`src/rtl/seq_mult_pkg.sv`:
```
`default_nettype none
// ============================================================================
// Module      : seq_mult_pkg
// Description : Shared types and constants for the sequential shift-and-add
//               multiplier (seq_mult_unit). Provides the FSM state type,
//               width helpers and the default-width derived constants.
// Revision    : 1.0 - initial release
// ============================================================================
package seq_mult_pkg;

    // FSM state encoding shared by the unit and anything that inspects it.
    typedef enum logic [1:0] {
        IDLE = 2'd0,
        RUN  = 2'd1,
        DONE = 2'd2
    } state_t;

    // Counter width for a given operand width. One bit is the floor so a
    // WIDTH of 2 still gets a usable counter.
    function automatic int cnt_width(input int w);
        return (w < 2) ? 1 : $clog2(w);
    endfunction

    // Constants for the default 8-bit configuration.
    localparam int DEFAULT_WIDTH = 8;
    localparam int PROD_W        = 2 * DEFAULT_WIDTH;
    localparam int CNT_W         = cnt_width(DEFAULT_WIDTH);

endpackage : seq_mult_pkg
`default_nettype wire

```
`src/rtl/seq_mult_unit_if.sv`:
```
`default_nettype none
// ============================================================================
// Module      : seq_mult_unit_if
// Description : start/busy/done handshake bundle between a controller and
//               seq_mult_unit.
//   start   : controller -> unit, operation request
//   a, b    : controller -> unit, multiplicand / multiplier (WIDTH bits)
//   busy    : unit -> controller, high while multiplying
//   done    : unit -> controller, one-cycle pulse with valid product
//   product : unit -> controller, 2*WIDTH-bit result register
//   master modport : controller side; slave modport : multiplier side.
// Revision    : 1.0 - initial release
// ============================================================================
interface seq_mult_unit_if #(
    parameter int WIDTH = 8
);
    logic                 start;
    logic [WIDTH-1:0]     a;
    logic [WIDTH-1:0]     b;
    logic                 busy;
    logic                 done;
    logic [2*WIDTH-1:0]   product;

    modport master (
        output start,
        output a,
        output b,
        input  busy,
        input  done,
        input  product
    );

    modport slave (
        input  start,
        input  a,
        input  b,
        output busy,
        output done,
        output product
    );
endinterface : seq_mult_unit_if
`default_nettype wire

```
`src/rtl/seq_mult_unit_pp_and_row.sv`:
```
`default_nettype none
// ============================================================================
// Module      : pp_and_row
// Description : Combinational partial-product row: W two-input AND gates
//               gating a vector with a single enable bit.
//   i_vec : W-bit vector to gate (shifted multiplicand)
//   i_en  : enable (current multiplier LSB)
//   o_pp  : gated partial product
// Revision    : 1.0 - initial release
// ============================================================================
module pp_and_row #(
    parameter int W = 16
) (
    input  wire logic [W-1:0] i_vec,
    input  wire logic         i_en,
    output logic      [W-1:0] o_pp
);

    for (genvar g = 0; g < W; g++) begin : g_and
        assign o_pp[g] = i_vec[g] & i_en;
    end

endmodule : pp_and_row
`default_nettype wire

```
`src/rtl/seq_mult_unit.sv`:
```
`default_nettype none
// ============================================================================
// Module      : seq_mult_unit
// Description : Multi-cycle unsigned shift-and-add multiplier. One partial
//               product per cycle is accumulated into a 2*WIDTH-bit
//               accumulator; a start/busy/done handshake frames each job.
//   clk  : rising-edge clock
//   rst  : synchronous active-high reset (aborts any job in flight)
//   bus  : seq_mult_unit_if.slave (start, a, b, busy, done, product)
// Parameters  : WIDTH - operand width, 2..32; product is 2*WIDTH bits.
// Options     : SEQ_MULT_EARLY_EXIT_EN - when defined, a job also finishes
//               on the edge where the remaining multiplier bits become zero
//               (latency = msb_index(b)+1, min 1). Undefined: fixed WIDTH
//               cycles and no zero-detect logic.
// Revision    : 1.0 - initial release
// ============================================================================
module seq_mult_unit
    import seq_mult_pkg::*;
#(
    parameter int WIDTH = 8
) (
    input  wire logic      clk,
    input  wire logic      rst,
    seq_mult_unit_if.slave bus
);

    localparam int                 c_PROD_W = 2 * WIDTH;
    localparam int                 c_CNT_W  = cnt_width(WIDTH);
    localparam logic [c_CNT_W-1:0] c_LAST   = c_CNT_W'(WIDTH - 1);

    state_t               r_state;
    logic [c_PROD_W-1:0]  r_mcand;
    logic [WIDTH-1:0]     r_mult;
    logic [c_PROD_W-1:0]  r_acc;
    logic [c_CNT_W-1:0]   r_count;
    logic [c_PROD_W-1:0]  r_product;

    state_t               w_state_nxt;
    logic [c_PROD_W-1:0]  w_mcand_nxt;
    logic [WIDTH-1:0]     w_mult_nxt;
    logic [c_PROD_W-1:0]  w_acc_nxt;
    logic [c_CNT_W-1:0]   w_count_nxt;
    logic [c_PROD_W-1:0]  w_product_nxt;

    logic [c_PROD_W-1:0]  w_pp;
    logic [c_PROD_W-1:0]  w_acc_sum;
    logic                 w_last;

    pp_and_row #(
        .W (c_PROD_W)
    ) u_pp_row (
        .i_vec (r_mcand),
        .i_en  (r_mult[0]),
        .o_pp  (w_pp)
    );

    // Cannot overflow: (2^W-1)^2 < 2^(2W).
    assign w_acc_sum = r_acc + w_pp;

`ifdef SEQ_MULT_EARLY_EXIT_EN
    // Finish once no set multiplier bits remain after this step's shift;
    // later steps would only add zero partial products.
    assign w_last = (r_count == c_LAST) || (r_mult[WIDTH-1:1] == '0);
`else
    assign w_last = (r_count == c_LAST);
`endif

    always_comb begin
        w_state_nxt   = r_state;
        w_mcand_nxt   = r_mcand;
        w_mult_nxt    = r_mult;
        w_acc_nxt     = r_acc;
        w_count_nxt   = r_count;
        w_product_nxt = r_product;

        case (r_state)
            IDLE, DONE: begin
                if (bus.start) begin
                    w_mcand_nxt = {{WIDTH{1'b0}}, bus.a};
                    w_mult_nxt  = bus.b;
                    w_acc_nxt   = '0;
                    w_count_nxt = '0;
                    w_state_nxt = RUN;
                end else begin
                    w_state_nxt = IDLE;
                end
            end
            RUN: begin
                // start is deliberately ignored here: operands stay latched.
                w_acc_nxt   = w_acc_sum;
                w_mcand_nxt = r_mcand << 1;
                w_mult_nxt  = r_mult >> 1;
                w_count_nxt = r_count + c_CNT_W'(1);
                if (w_last) begin
                    w_product_nxt = w_acc_sum;
                    w_state_nxt   = DONE;
                end
            end
            default: begin
                w_state_nxt = IDLE;
            end
        endcase
    end

    always_ff @(posedge clk) begin
        if (rst) begin
            r_state   <= IDLE;
            r_mcand   <= '0;
            r_mult    <= '0;
            r_acc     <= '0;
            r_count   <= '0;
            r_product <= '0;
        end else begin
            r_state   <= w_state_nxt;
            r_mcand   <= w_mcand_nxt;
            r_mult    <= w_mult_nxt;
            r_acc     <= w_acc_nxt;
            r_count   <= w_count_nxt;
            r_product <= w_product_nxt;
        end
    end

    assign bus.busy    = (r_state == RUN);
    assign bus.done    = (r_state == DONE);
    assign bus.product = r_product;

endmodule : seq_mult_unit
`default_nettype wire

```
`src/flat_wrapper.sv`:
```
// flat-port wrapper written by rule: the top's interface ports become plain ports
module seq_mult_unit_flat import seq_mult_pkg::*;
#(
    parameter int WIDTH = 8
)
  (clk, rst, bus_start, bus_a, bus_b, bus_busy, bus_done, bus_product);
  seq_mult_unit_if #(.WIDTH(WIDTH)) bus_i ();
  input  wire logic clk;
  input  wire logic rst;
  input wire logic [$bits(bus_i.start)-1:0] bus_start;
  input wire logic [$bits(bus_i.a)-1:0] bus_a;
  input wire logic [$bits(bus_i.b)-1:0] bus_b;
  output wire logic [$bits(bus_i.busy)-1:0] bus_busy;
  output wire logic [$bits(bus_i.done)-1:0] bus_done;
  output wire logic [$bits(bus_i.product)-1:0] bus_product;
  assign bus_i.start = bus_start;
  assign bus_i.a = bus_a;
  assign bus_i.b = bus_b;
  assign bus_busy = bus_i.busy;
  assign bus_done = bus_i.done;
  assign bus_product = bus_i.product;
  seq_mult_unit #(.WIDTH(WIDTH)) u_core (.clk(clk), .rst(rst), .bus(bus_i));
endmodule
```
`config.mk`:
```
export PLATFORM = sky130hd
export DESIGN_NAME = seq_mult_unit_flat
export DESIGN_NICKNAME = d
export VERILOG_FILES = /design/src/rtl/seq_mult_pkg.sv /design/src/rtl/seq_mult_unit_if.sv /design/src/rtl/seq_mult_unit_pp_and_row.sv /design/src/rtl/seq_mult_unit.sv /design/src/flat_wrapper.sv
export SDC_FILE = /design/constraint.sdc
export NUM_CORES = 1
export LEC_CHECK = 0
export BUFFER_PORTS_ARGS = -buffer_cell sky130_fd_sc_hd__buf_2
export CAP_MARGIN = 30
export CORE_AREA = 4 4 78 80
export DETAILED_ROUTE_END_ITERATION = 16
export DIE_AREA = 0 0 82 84
export GPL_TIMING_DRIVEN = 0
export PLACE_DENSITY_LB_ADDON = 0.15
export SLEW_MARGIN = 5
export SYNTH_ARGS = -nofsm -noshare
export SYNTH_HDL_FRONTEND = slang
export SYNTH_HIERARCHICAL = 1
export SYNTH_SLANG_ARGS = --single-unit
```
`constraint.sdc`:
```
create_clock -name clk -period 4.2 [get_ports clk]
set_input_delay 0.84 -clock clk [delete_from_list [all_inputs] [get_ports clk]]
set_output_delay 0.84 -clock clk [all_outputs]
set_load 0.01 [all_outputs]
```
After elaboration in Yosys (flattened, before gate mapping)

Cells that the tools add are included.

Register bits after elaboration: 61
Input bits: 19
Output and inout port bits: 18
Logic and storage cells: 45

$add $sub $neg: 2
Eq/ne operators: 5
Muxes and demuxes: 11
Bitwise logic cells: 16
Reduce and logical (&&, ||, !) cells: 5

Operators with widths:

| cell                  | number |
|---|---|
| $pmux W16 S2          | 2 |
| $mux W16              | 2 |
| $add A16 B16 Y16      | 1 |
| $and A1 B1 Y1         | 16 |
| $pmux W8 S2           | 1 |
| $mux W8               | 1 |
| $pmux W3 S2           | 1 |
| $pmux W2 S2           | 1 |
| $reduce_and A2 Y1     | 2 |
| $add A3 B1 Y3 const B | 1 |
| $eq A3 B3 Y1 const B  | 1 |
| $mux W3               | 1 |
| $eq A2 B1 Y1 const B  | 1 |
| $eq A2 B2 Y1 const B  | 1 |
| $logic_not A2 Y1      | 1 |
| $mux W2               | 1 |
| $ne A2 B1 Y1 const B  | 1 |
| $ne A2 B2 Y1 const B  | 1 |
| $reduce_bool A2 Y1    | 1 |
| $reduce_or A2 Y1      | 1 |
| $mux W1               | 1 |

Longest topological paths before layout

Gate-level depths: netlist of run 1.

Depth after elaboration: 4
Depth in mapped cells: 11
Depth with buffers taken out: 10

Modules after synthesis

The synthesis of run 1 kept the hierarchy.

By module, submodules not included:

| module        | times used | cells an instance | area each (µm²) | seq. area each (µm²) |
|---|---|---|---|---|
| seq_mult_unit | 1          | 335               | 3045.4          | 1221.2 |
| pp_and_row    | 1          | 17                | 126.4           | 0.0 |

Worst setup path after synthesis of run 1

No wires, ideal clock.

Path kind: register -> register
Start point: register u_core.r_mult[0]
End point: register u_core.r_acc[14]
Library setup time: 0.117 ns
Arrival: 2.147 ns
Data required time: 4.083 ns
Slack: 1.936 ns
Cell stages (with the launch flop): 11
Buffers on the path: 1
Period minus slack after synthesis: 2.264 ns
Cells stage by stage: dfxtp_1 buf_6 and2_1 ha_1 fa_1 a21oi_1 o21ai_0 a31oi_1 o21ai_0 xor2_1 a22o_1

Cells in the longest elaborated chain, start to end: 3
Elaborated cells on any way between the ends: 17
Those cells by class: add/sub (1); mux (1); bitwise (15)

Ends and longest elaborated chain:

| item                     | line                           | RTL |
|---|---|---|
| start: declaration       | seq_mult_unit.sv:33            | `logic [WIDTH-1:0] r_mult;` |
| start signal: assignment | seq_mult_unit.sv:116           | `r_mult <= w_mult_nxt;` |
| $and A1 B1 Y1            | seq_mult_unit_pp_and_row.sv:20 | `assign o_pp[g] = i_vec[g] & i_en;` |
| via u_core.w_pp[0]       | seq_mult_unit.sv:45            | `logic [c_PROD_W-1:0] w_pp;` |
| $add A16 B16 Y16         | seq_mult_unit.sv:58            | `assign w_acc_sum = r_acc + w_pp;` |
| $pmux W16 S2             | seq_mult_unit.sv:76            | `case (r_state)` |
| end signal: assignment   | seq_mult_unit.sv:117           | `r_acc <= w_acc_nxt;` |
| end: declaration         | seq_mult_unit.sv:34            | `logic [c_PROD_W-1:0] r_acc;` |

The timed path passes the listed nets, and every way through them passes these cells.
A chain may end at the register's enable or synchronous reset.

Worst setup path after layout of run 1

Start point: register u_core.r_state[1]
End point: output bus_busy

Cells in the longest elaborated chain, start to end: 1

Ends and longest elaborated chain:

| item                     | line                 | RTL |
|---|---|---|
| start: declaration       | seq_mult_unit.sv:31  | `state_t r_state;` |
| start signal: assignment | seq_mult_unit.sv:114 | `r_state <= w_state_nxt;` |
| $eq A2 B1 Y1             | seq_mult_unit.sv:123 | `assign bus.busy = (r_state == RUN);` |
| end: declaration         | flat_wrapper.sv:13   | `output wire logic [$bits(bus_i.busy)-1:0] bus_busy;` |

No other way between the ends.

==> run metrics, run 1 <==
die area=a little under 0.007 mm2; max frequency=0.365 GHz; Least-Margin Pin Slew=just over 700 ps; Tmin final=around 2700 ps; RSZ-0062 raised after global routing=false; Post-CTS Hold Fix Bufs=0; Fin Setup TNS=0 ps; fin crit share=0.652; DRC=0; crit start category=flip-flop; Vias=2651; htree depth=3; WP data required=approximately 3400 ps; CP max stage cell=buf_1; Clock transition at path regs=approximately 70 ps; Finished Layout Cells=around 480; via/cell ratio=about 5.6; Pleak=~1.6 nW; port bufs=36; die height=approximately 84 um; Post-Syn Nets=just under 400; clock buffer count from CTS=9; global-route wire length before repair=roughly 12 mm; Clk Latency, worst-skew pair=approximately 340 ps; CORE AREA=0.00541 mm2; Placed Cells incl. Taps=460; Routed Antenna Nets=0; die width=82 um; vias in the first global route=around 2500; count of nets after finishing=about 440; maximum VDD drop=just under 0.3 mV; status=completed; antenna diode count=0; most frequent cells in the layout=61 x dfxtp_1, 48 x nor2_1, 41 x buf_2, 33 x nand2_1, 26 x a21oi_1; RePlAce Congestion=just under 0.9; Post-DP HPWL=~5.2 mm; register area share after synthesis=0.385; EDFF count, synth=0; DR iter-0 viols=about 150; Setup Viol. Count Final=0; post-CTS setup repair buffer count=0; Slew Viols, Final=0; post-synthesis average cell area=approximately 9 um2; CTS tree=done; Final Skew=9.00 ps; worst-path maximum fanout=10; # clock sinks=61; Arr. time, crit path=1900 ps; Most used DFF post-synth=dfxtp_1; PwrDens=343 mW/mm2; most frequent cell on the critical path=buf_2; Root Buffer=clkbuf_8; DRT Pass-1 Iters=4; yosys warns=6; ys async rst share=0; CTS resizes=0; Max Cap Viol=0; FILL cells=between 400 and 500; wire per inst=about 15 um; initial antenna violation count=0; Rows=27; Synth Instances=between 300 and 400; Clock Tree Buf Depth=2; slowest stage delay, CP=roughly 430 ps; CP Class=reg2out; pin count of the biggest net entering global routing=11; Cell Area, Synth=0.00317 mm2; Seq cells post-synth=61; io pins=37; synth-to-layout area growth=14.6%; Worst slew margin=0.514; CP Capture Type=output port; GR Util All Layers=0.221; share of cells above drive strength 1=0.208; WL final=about 7.0 mm; Remaining Overflow, GRT=0; leading cell type in the layout, fill and taps excluded=dfxtp_1; count of cell types in the netlist=52; worst hold path class=reg2reg; Hold Fails Final Rpt=0; crit-path cells=nand2b_1 -> buf_2 -> inv_1 -> buf_2 -> buf_1 -> buf_2; Starting Density=0.587
worst max-delay path: cells and delay by family (launching register included):
kind	cells	cell delay (ps)
buf+inv	5	1150
flops	1	300
simple gates	1	120
metrics by stage:
stage | cell area, um2 | util | setup WS, ps | power [mW] | hold WS, ps
after floorplan | 3170 | - | 1940 | 0.703 | 456
final | 3630 | 0.672 | 1460 | 1.25 | 451
after global routing | 3630 | 0.672 | 1320 | 1.30 | 475
after detailed placement | 3440 | 0.637 | 1510 | 0.740 | 444
after global placement | 3440 | 0.637 | 1540 | 0.736 | 440
after CTS | 3630 | 0.672 | 1460 | 1.26 | 454
cell families after synthesis:
family          after synthesis  share of synthesized area
simple gates                125                      0.191
compound gates               94                      0.212
flops                        61                      0.385
buf+inv                      25                     0.0489
fa+ha+maj                    18                     0.0734
xor+xnor                     15                     0.0458
mux                          14                     0.0442
final timing paths:
check,from,to,slack (ps),cells past startpoint
hold / removal,u_core/bus.product[14],u_core/bus.product[14],450,2
setup reg to reg,u_core/r_mult[0],u_core/r_acc[14],1520,10
hold reg to reg,u_core/bus.product[14],u_core/bus.product[14],450,2
setup / recovery,u_core/r_state[1],bus_busy,1460,6
metal layers:
metal  GRT usage  part of all wire  vias up
met5           0                 0        -
met4      0.0725             0.013        0
met3      0.0497             0.042        8
met2       0.357              0.48       46
met1       0.286              0.47     1242
li1            -                 -     1355
cells in the mapped netlist (5+ instances only):
cell / instances / area share
and2_1: 6 / 0.012
xor2_1: 8 / 0.022
buf_2: 5 / 0.0079
a22o_1: 9 / 0.025
dfxtp_1: 61 / 0.39
a22oi_1: 19 / 0.045
nand2_1: 33 / 0.039
xnor2_1: 6 / 0.017
nor2_1: 48 / 0.057
o21ai_0: 7 / 0.011
a21oi_1: 26 / 0.041
and2_2: 12 / 0.028
a211oi_1: 14 / 0.033
clkbuf_1: 10 / 0.012
ha_1: 17 / 0.067
mux2i_1: 14 / 0.044
layout make-up:
| type | count | area [um2] | area share |
|---|---|---|---|
| Timing Repair Buffer | 36 | 180 | 0.0496 |
| Tap cell | 72 | 90.1 | 0.0248 |
| Buffer | 22 | 144 | 0.0396 |
| Clock inverter | 4 | 47.5 | 0.0131 |
| Multi-Input combinational cell | 266 | 1800 | 0.494 |
| Sequential cell | 61 | 1220 | 0.336 |
| Clock buffer | 12 | 145 | 0.0399 |
| Inverter | 3 | 11.3 | 0.00310 |
state kept, by name, summed over array words and instances (netlist names):
name                count
u_core/r_count          3
u_core/r_mcand         16
u_core/r_mult           8
u_core/bus.product     16
u_core/r_acc           16
u_core/r_state          2
where the power goes:
group          total, mW  leakage (nW)  switching [mW]  internal [mW]
sequential         0.611         0.495          0.0139          0.597
clock              0.518        0.0964           0.229          0.289
combinational      0.117          1.01          0.0709         0.0462
total               1.25          1.60           0.314          0.932
Power figures use the tool's default switching activity.
==> run 2, diff against run 1 <==
- CORE_AREA: 4 4 78 80 -> 4 4 84 86
- DIE_AREA: 0 0 82 84 -> 0 0 88 90
- clock period: 4.2 -> 2.3 ns (I/O delays scaled with it)
==> run metrics, run 2 (same netlist as run 1, synthesis figures left out) <==
Setup Viol. Count Final=0 (unchanged); synth-to-layout area growth=26.7% (was 14.6%); Least-Margin Pin Slew=831 ps (was 727 ps); Clk pwr share=0.438 (was 0.416); CP max stage cell=dfxtp_4 (was buf_1); Tmin final=2290 ps; Routed Antenna Nets=0 (unchanged); most frequent cells in the layout=60 x dfxtp_1, 47 x nor2_1, 41 x buf_2, 30 x nand2_1, 19 x a22oi_1 (was 61 x dfxtp_1, 48 x nor2_1, 41 x buf_2, 33 x nand2_1, 26 x a21oi_1); vias in the first global route=2547 (was 2526); CP Capture Type=flip-flop (was output port); Post-DP HPWL=5.25 mm (was 5.24 mm); crit-path cells=buf_4 -> and2_2 -> ha_1 -> buf_6 -> buf_4 -> nand2_1 -> nor2_1 -> a221oi_1 -> o21ai_1 -> xor2_1 -> a22o_1 (was nand2b_1 -> buf_2 -> inv_1 -> buf_2 -> buf_1 -> buf_2); CTS tree=done (unchanged); switching share of power=0.246 (was 0.252); worst hold path class=in2reg (was reg2reg); DR iter-0 viols=127 (was 145); Finished Layout Cells=491 (was 476); io pins=37 (unchanged); DRC=0 (unchanged); initial antenna violation count=0 (unchanged); Root Buffer=clkbuf_8 (unchanged); Vias=2721 (was 2651); # clock sinks=61 (unchanged); wire per inst=16.0 um (was 14.7 um); antenna diode count=0 (unchanged); Fin Setup TNS=0 ps (unchanged); share of cells above drive strength 1=0.314 (was 0.208); worst setup path endpoint=u_core/r_acc[14] (was bus_busy); part of the power in combinational logic=0.100 (was 0.094); fin crit share=0.997; slowest stage delay, CP=370 ps (was 430 ps); DP Area=0.00345 mm2 (was 0.00344 mm2); Placed Cells incl. Taps=465 (was 460); count of nets after finishing=447 (was 436); die width=88 um (was 82 um); Hold Fails Final Rpt=0 (unchanged); Setup Slack @ Placement=-387 ps (was 1510 ps); max frequency=~0.44 GHz; GR Util All Layers=0.200 (was 0.221); via/cell ratio=5.54 (was 5.57); Starting Density=0.505 (was 0.587); Clock Tree Buf Depth=2 (unchanged); WL final=7.88 mm (was 7.01 mm); pin count of the biggest net entering global routing=20 (was 11); PwrDens=601 mW/mm2 (was 343 mW/mm2); Min Hold Slack=374 ps (was 451 ps); CP bufs+invs=3 (was 5); area used by multi-input combinational logic=0.00206 mm2 (was 0.00180 mm2); Flop pwr share=0.462 (was 0.490); leading cell type in the layout, fill and taps excluded=dfxtp_1 (unchanged); Rows=29 (was 27); die area=0.00792 mm2 (was 0.00689 mm2); RePlAce Congestion=0.804 (was 0.866); crit path from=u_core/r_mult[0] (was u_core/r_state[1]); total power=2.42 mW (was 1.25 mW); port bufs=36 (unchanged); Final Skew=13.8 ps (was 9.00 ps); htree depth=3 (unchanged); DRT Pass-1 Iters=4 (unchanged); CORE AREA=0.00628 mm2 (was 0.00541 mm2); Arr. time, crit path=2530 ps (was 1900 ps); Max Cap Viol=0 (unchanged); Slew Viols, Final=0 (unchanged); fin util=0.640 (was 0.672); reg-to-reg endpoint=u_core/r_acc[14] (unchanged); net switching power=594 uW (was 314 uW); clock buffer count from CTS=9 (unchanged); WP data required=2540 ps (was 3360 ps); maximum VDD drop=0.452 mV (was 0.296 mV); RR Startpoint=u_core/r_mult[0] (unchanged); R2R setup slack=8 ps (was 1520 ps); global-route wire length before repair=12.4 mm (was 11.8 mm); Post-CTS Hold Fix Bufs=0 (unchanged); Pleak=1.70 nW (was 1.60 nW); die height=90 um (was 84 um); Worst slew margin=0.444 (was 0.514); worst-path maximum fanout=6 (was 10); status=completed (unchanged); Clock transition at path regs=70 ps (about the same); Reg area=0.00122 mm2 (about the same); crit start category=flip-flop (unchanged); CP Class=reg2reg (was reg2out); critical path's top delay family=compound AO/OA/AOI/OAI gates (was buffers and inverters); internal power=1.82 mW (was 932 uW); cell depth of the worst setup path=11 (was 6); Clk Latency, worst-skew pair=340 ps (about the same); Final Cell Area=0.00402 mm2 (was 0.00363 mm2); RSZ-0062 raised after global routing=true (was false); Worst Reg-to-Reg Cells=11 (was 10); most frequent cell on the critical path=buf_4 (was buf_2); Remaining Overflow, GRT=0 (unchanged); setup ws final=8.04 ps (was 1460 ps); FILL cells=530 (was 451)
[run 2: area by class of cell]
class | instances | area share
inverter | 3 | 0.00280
buffer | 21 | 0.0349
clock buffer | 11 | 0.0352
sequential | 61 | 0.305
multi-input combinational | 266 | 0.512
clock inverter | 4 | 0.0181
timing repair buffer | 48 | 0.0682
tap | 77 | 0.0240
[run 2: tightest hold or removal path, stage by stage]
cell and delay [ps]:
buf_2 80, a22oi_1 70, nor2_1 80
[run 2: power groups by stage]
stage                     registers, mW  logic, mW  clock network (mW)
after floorplan                    1.13      0.154                   0
after global placement             1.14      0.209                   0
after detailed placement           1.14      0.213                   0
after CTS                          1.12      0.229                1.08
after global routing               1.12      0.267                1.13
final                              1.12      0.241                1.06
[run 2: per-layer routing]
| layer | up-vias | routed length [um] | GRT usage |
|---|---|---|---|
| met2 | 55 | 3820 | 0.320 |
| li1 | 1367 | - | - |
| met4 | 0 | 85 | 0.0575 |
| met5 | - | 0 | 0 |
| met3 | 9 | 337 | 0.0594 |
| met1 | 1290 | 3640 | 0.258 |
[run 2: how the worst min path moves through the flow]
| stage | from | end | slack (ps) | cells after the start |
|---|---|---|---|---|
| after floorplan | u_core/r_acc[7] | u_core/r_acc[7] | 460 | 1 |
| after detailed placement | u_core/bus.product[11] | u_core/bus.product[11] | 440 | 2 |
| after CTS | bus_b[7] | u_core/r_mult[7] | 360 | 3 |
| after global routing | bus_a[0] | u_core/r_mcand[0] | 400 | 3 |
| final | bus_b[7] | u_core/r_mult[7] | 370 | 3 |
| after global placement | u_core/bus.product[8] | u_core/bus.product[8] | 440 | 2 |
[run 2: what timing repair did]
action	4_1_cts	5_1_grt
setup endpoints to repair	19	19
buffers inserted	6	5
resized for setup	25	34
pin swaps	12	20
gates cloned	1	0
==> run 3, diff against run 2 <==
- CORE_AREA: 4 4 84 86 -> 4 4 69 103
- DIE_AREA: 0 0 88 90 -> 0 0 73 107
==> run metrics, run 3 (same netlist as run 1, synthesis figures left out) <==
status=completed (unchanged); max frequency=0.436 GHz (about the same); Clock transition at path regs=70 ps (about the same); # clock sinks=61 (unchanged); Worst slew margin=0.477 (was 0.444); pin count of the biggest net entering global routing=20 (unchanged); leading cell type in the layout, fill and taps excluded=dfxtp_1 (unchanged); Remaining Overflow, GRT=0 (unchanged); Hold Path Depth=3 (unchanged); Post-DP HPWL=5.41 mm (was 5.25 mm); crit-path cells=buf_6 -> and2_4 -> ha_4 -> fa_2 -> a21oi_4 -> buf_4 -> buf_4 -> o21bai_1 -> xor2_1 -> a22oi_1 -> nor2_1 (was buf_4 -> and2_2 -> ha_1 -> buf_6 -> buf_4 -> nand2_1 -> nor2_1 -> a221oi_1 -> o21ai_1 -> xor2_1 -> a22o_1); Post-CTS Hold Fix Bufs=0 (unchanged); die area=0.00781 mm2 (was 0.00792 mm2); vias in the first global route=2750 (was 2547); Slew Viols, Final=0 (unchanged); R2R setup slack=5 ps (was 8 ps); Reg area=0.00122 mm2 (unchanged); Least-Margin Pin Slew=782 ps (was 831 ps); Placed Cells incl. Taps=462 (was 465); WP data required=2580 ps (was 2540 ps); clock buffer count from CTS=9 (unchanged); Routed Antenna Nets=0 (unchanged); Tmin final=2300 ps (was 2290 ps); DR iter-0 viols=128 (was 127); Max Cap Viol=0 (unchanged); io pins=37 (unchanged); CP max stage cell=dfxtp_4 (unchanged); CTS tree=done (unchanged); DRT Pass-1 Iters=4 (unchanged); most frequent cells in the layout=60 x dfxtp_1, 47 x nor2_1, 41 x buf_2, 30 x nand2_1, 19 x a22oi_1 (unchanged); crit start category=flip-flop (unchanged); fin crit share=0.998 (was 0.997); RePlAce Congestion=0.907 (was 0.804); Root Buffer=clkbuf_8 (unchanged); worst-path maximum fanout=6 (unchanged); global-route wire length before repair=12.7 mm (was 12.4 mm); Worst Reg-to-Reg Cells=11 (unchanged); total power=2.63 mW (was 2.42 mW); share of cells above drive strength 1=0.325 (was 0.314); via/cell ratio=5.66 (was 5.54); count of nets after finishing=448 (was 447); DP Area=0.00344 mm2 (was 0.00345 mm2); GR Util All Layers=0.208 (was 0.200); CP Capture Type=flip-flop (unchanged); CORE AREA=0.00617 mm2 (was 0.00628 mm2); Rows=35 (was 29); synth-to-layout area growth=28.7% (was 26.7%); Final Cell Area=0.00408 mm2 (was 0.00402 mm2); initial antenna violation count=0 (unchanged); RR Startpoint=u_core/r_mult[0] (unchanged); DRC=0 (unchanged); die width=73 um (was 88 um); Clk Latency, worst-skew pair=340 ps (about the same); htree depth=3 (unchanged); Final Skew=8.32 ps (was 13.8 ps); Hold Path End=u_core/r_mcand[0] (was u_core/r_mult[7]); Setup Viol. Count Final=0 (unchanged); FILL cells=494 (was 530); port bufs=36 (unchanged); Finished Layout Cells=489 (was 491); maximum VDD drop=0.558 mV (was 0.452 mV); Clock Tree Buf Depth=2 (unchanged); Min Hold Slack=384 ps (was 374 ps); antenna diode count=0 (unchanged); CP Class=reg2reg (unchanged); Arr. time, crit path=2570 ps (was 2530 ps); reg-to-reg endpoint=u_core/r_acc[4] (was u_core/r_acc[14]); wire per inst=16.7 um (was 16.0 um); Pleak=1.72 nW (was 1.70 nW); PwrDens=643 mW/mm2 (was 601 mW/mm2); Starting Density=0.514 (was 0.505); slowest stage delay, CP=370 ps (about the same); worst hold path class=in2reg (unchanged); die height=107 um (was 90 um); worst hold start=bus_a[0] (was bus_b[7]); Hold Fails Final Rpt=0 (unchanged); RSZ-0062 raised after global routing=true (unchanged); most frequent cell on the critical path=buf_4 (unchanged); area used by multi-input combinational logic=0.00207 mm2 (was 0.00206 mm2); WL final=8.16 mm (was 7.88 mm); Vias=2767 (was 2721)
[run 3: how the worst max path moves through the flow]
stage,startpoint,endpoint,slack (ps),depth (start not counted)
after global placement,u_core/r_mult[0],u_core/r_acc[14],-440,10
after detailed placement,u_core/r_mult[0],u_core/r_acc[14],-440,10
final,u_core/r_mult[0],u_core/r_acc[4],5,11
after floorplan,u_core/r_mult[0],u_core/r_acc[14],40,10
after global routing,u_core/r_mult[0],u_core/bus.product[10],-110,11
after CTS,u_core/r_mult[0],u_core/bus.product[10],-6,11
[run 3: worst max-delay path: cells and delay by family (launching register included)]
family | cells | cell delay (ps)
adder cells (fa/ha/maj) | 2 | 540
AO/OA/AOI/OAI | 3 | 410
flip-flops | 1 | 370
buffers and inverters | 3 | 370
XOR/XNOR | 1 | 290
AND/OR/NAND/NOR | 2 | 250
[run 3: what timing repair did]
action / in CTS / in global routing
setup endpoints to repair: 19 / 18
pin swaps: 14 / 24
resized for setup: 36 / 29
cloned: 1 / 0
buffers inserted: 5 / 7
[run 3: layout make-up]
type                       instances  share of cell area
multi-input combinational        266               0.507
sequential                        61               0.300
timing repair buffer              49              0.0690
clock buffer                      11              0.0346
buffer                            21              0.0343
clock inverter                     4              0.0294
tap                               74              0.0227
inverter                           3             0.00276
[run 3: per-layer routing]
| metal | track usage | wire, um | vias up |
|---|---|---|---|
| li1 | - | - | 1372 |
| met4 | 0.0805 | 145 | 0 |
| met3 | 0.0441 | 368 | 15 |
| met2 | 0.378 | 4430 | 68 |
| met5 | 0 | 0 | - |
| met1 | 0.226 | 3210 | 1312 |
[run 3: power breakdown]
part / internal [mW] / total, mW / switching, mW
Sequential: 1.09 / 1.12 / 0.0258
Clock: 0.854 / 1.26 / 0.405
Combinational: 0.104 / 0.251 / 0.146
Total: 2.05 / 2.63 / 0.577
[run 3: stage by stage]
stage / TNS [ps] / setup WS [ps] / util
after CTS: -12.5 / -6.47 / 0.634
after global placement: -4190 / -437 / 0.558
after detailed placement: -4250 / -444 / 0.558
after floorplan: 0 / 35.8 / -
after global routing: -729 / -106 / 0.661
final: 0 / 4.67 / 0.661
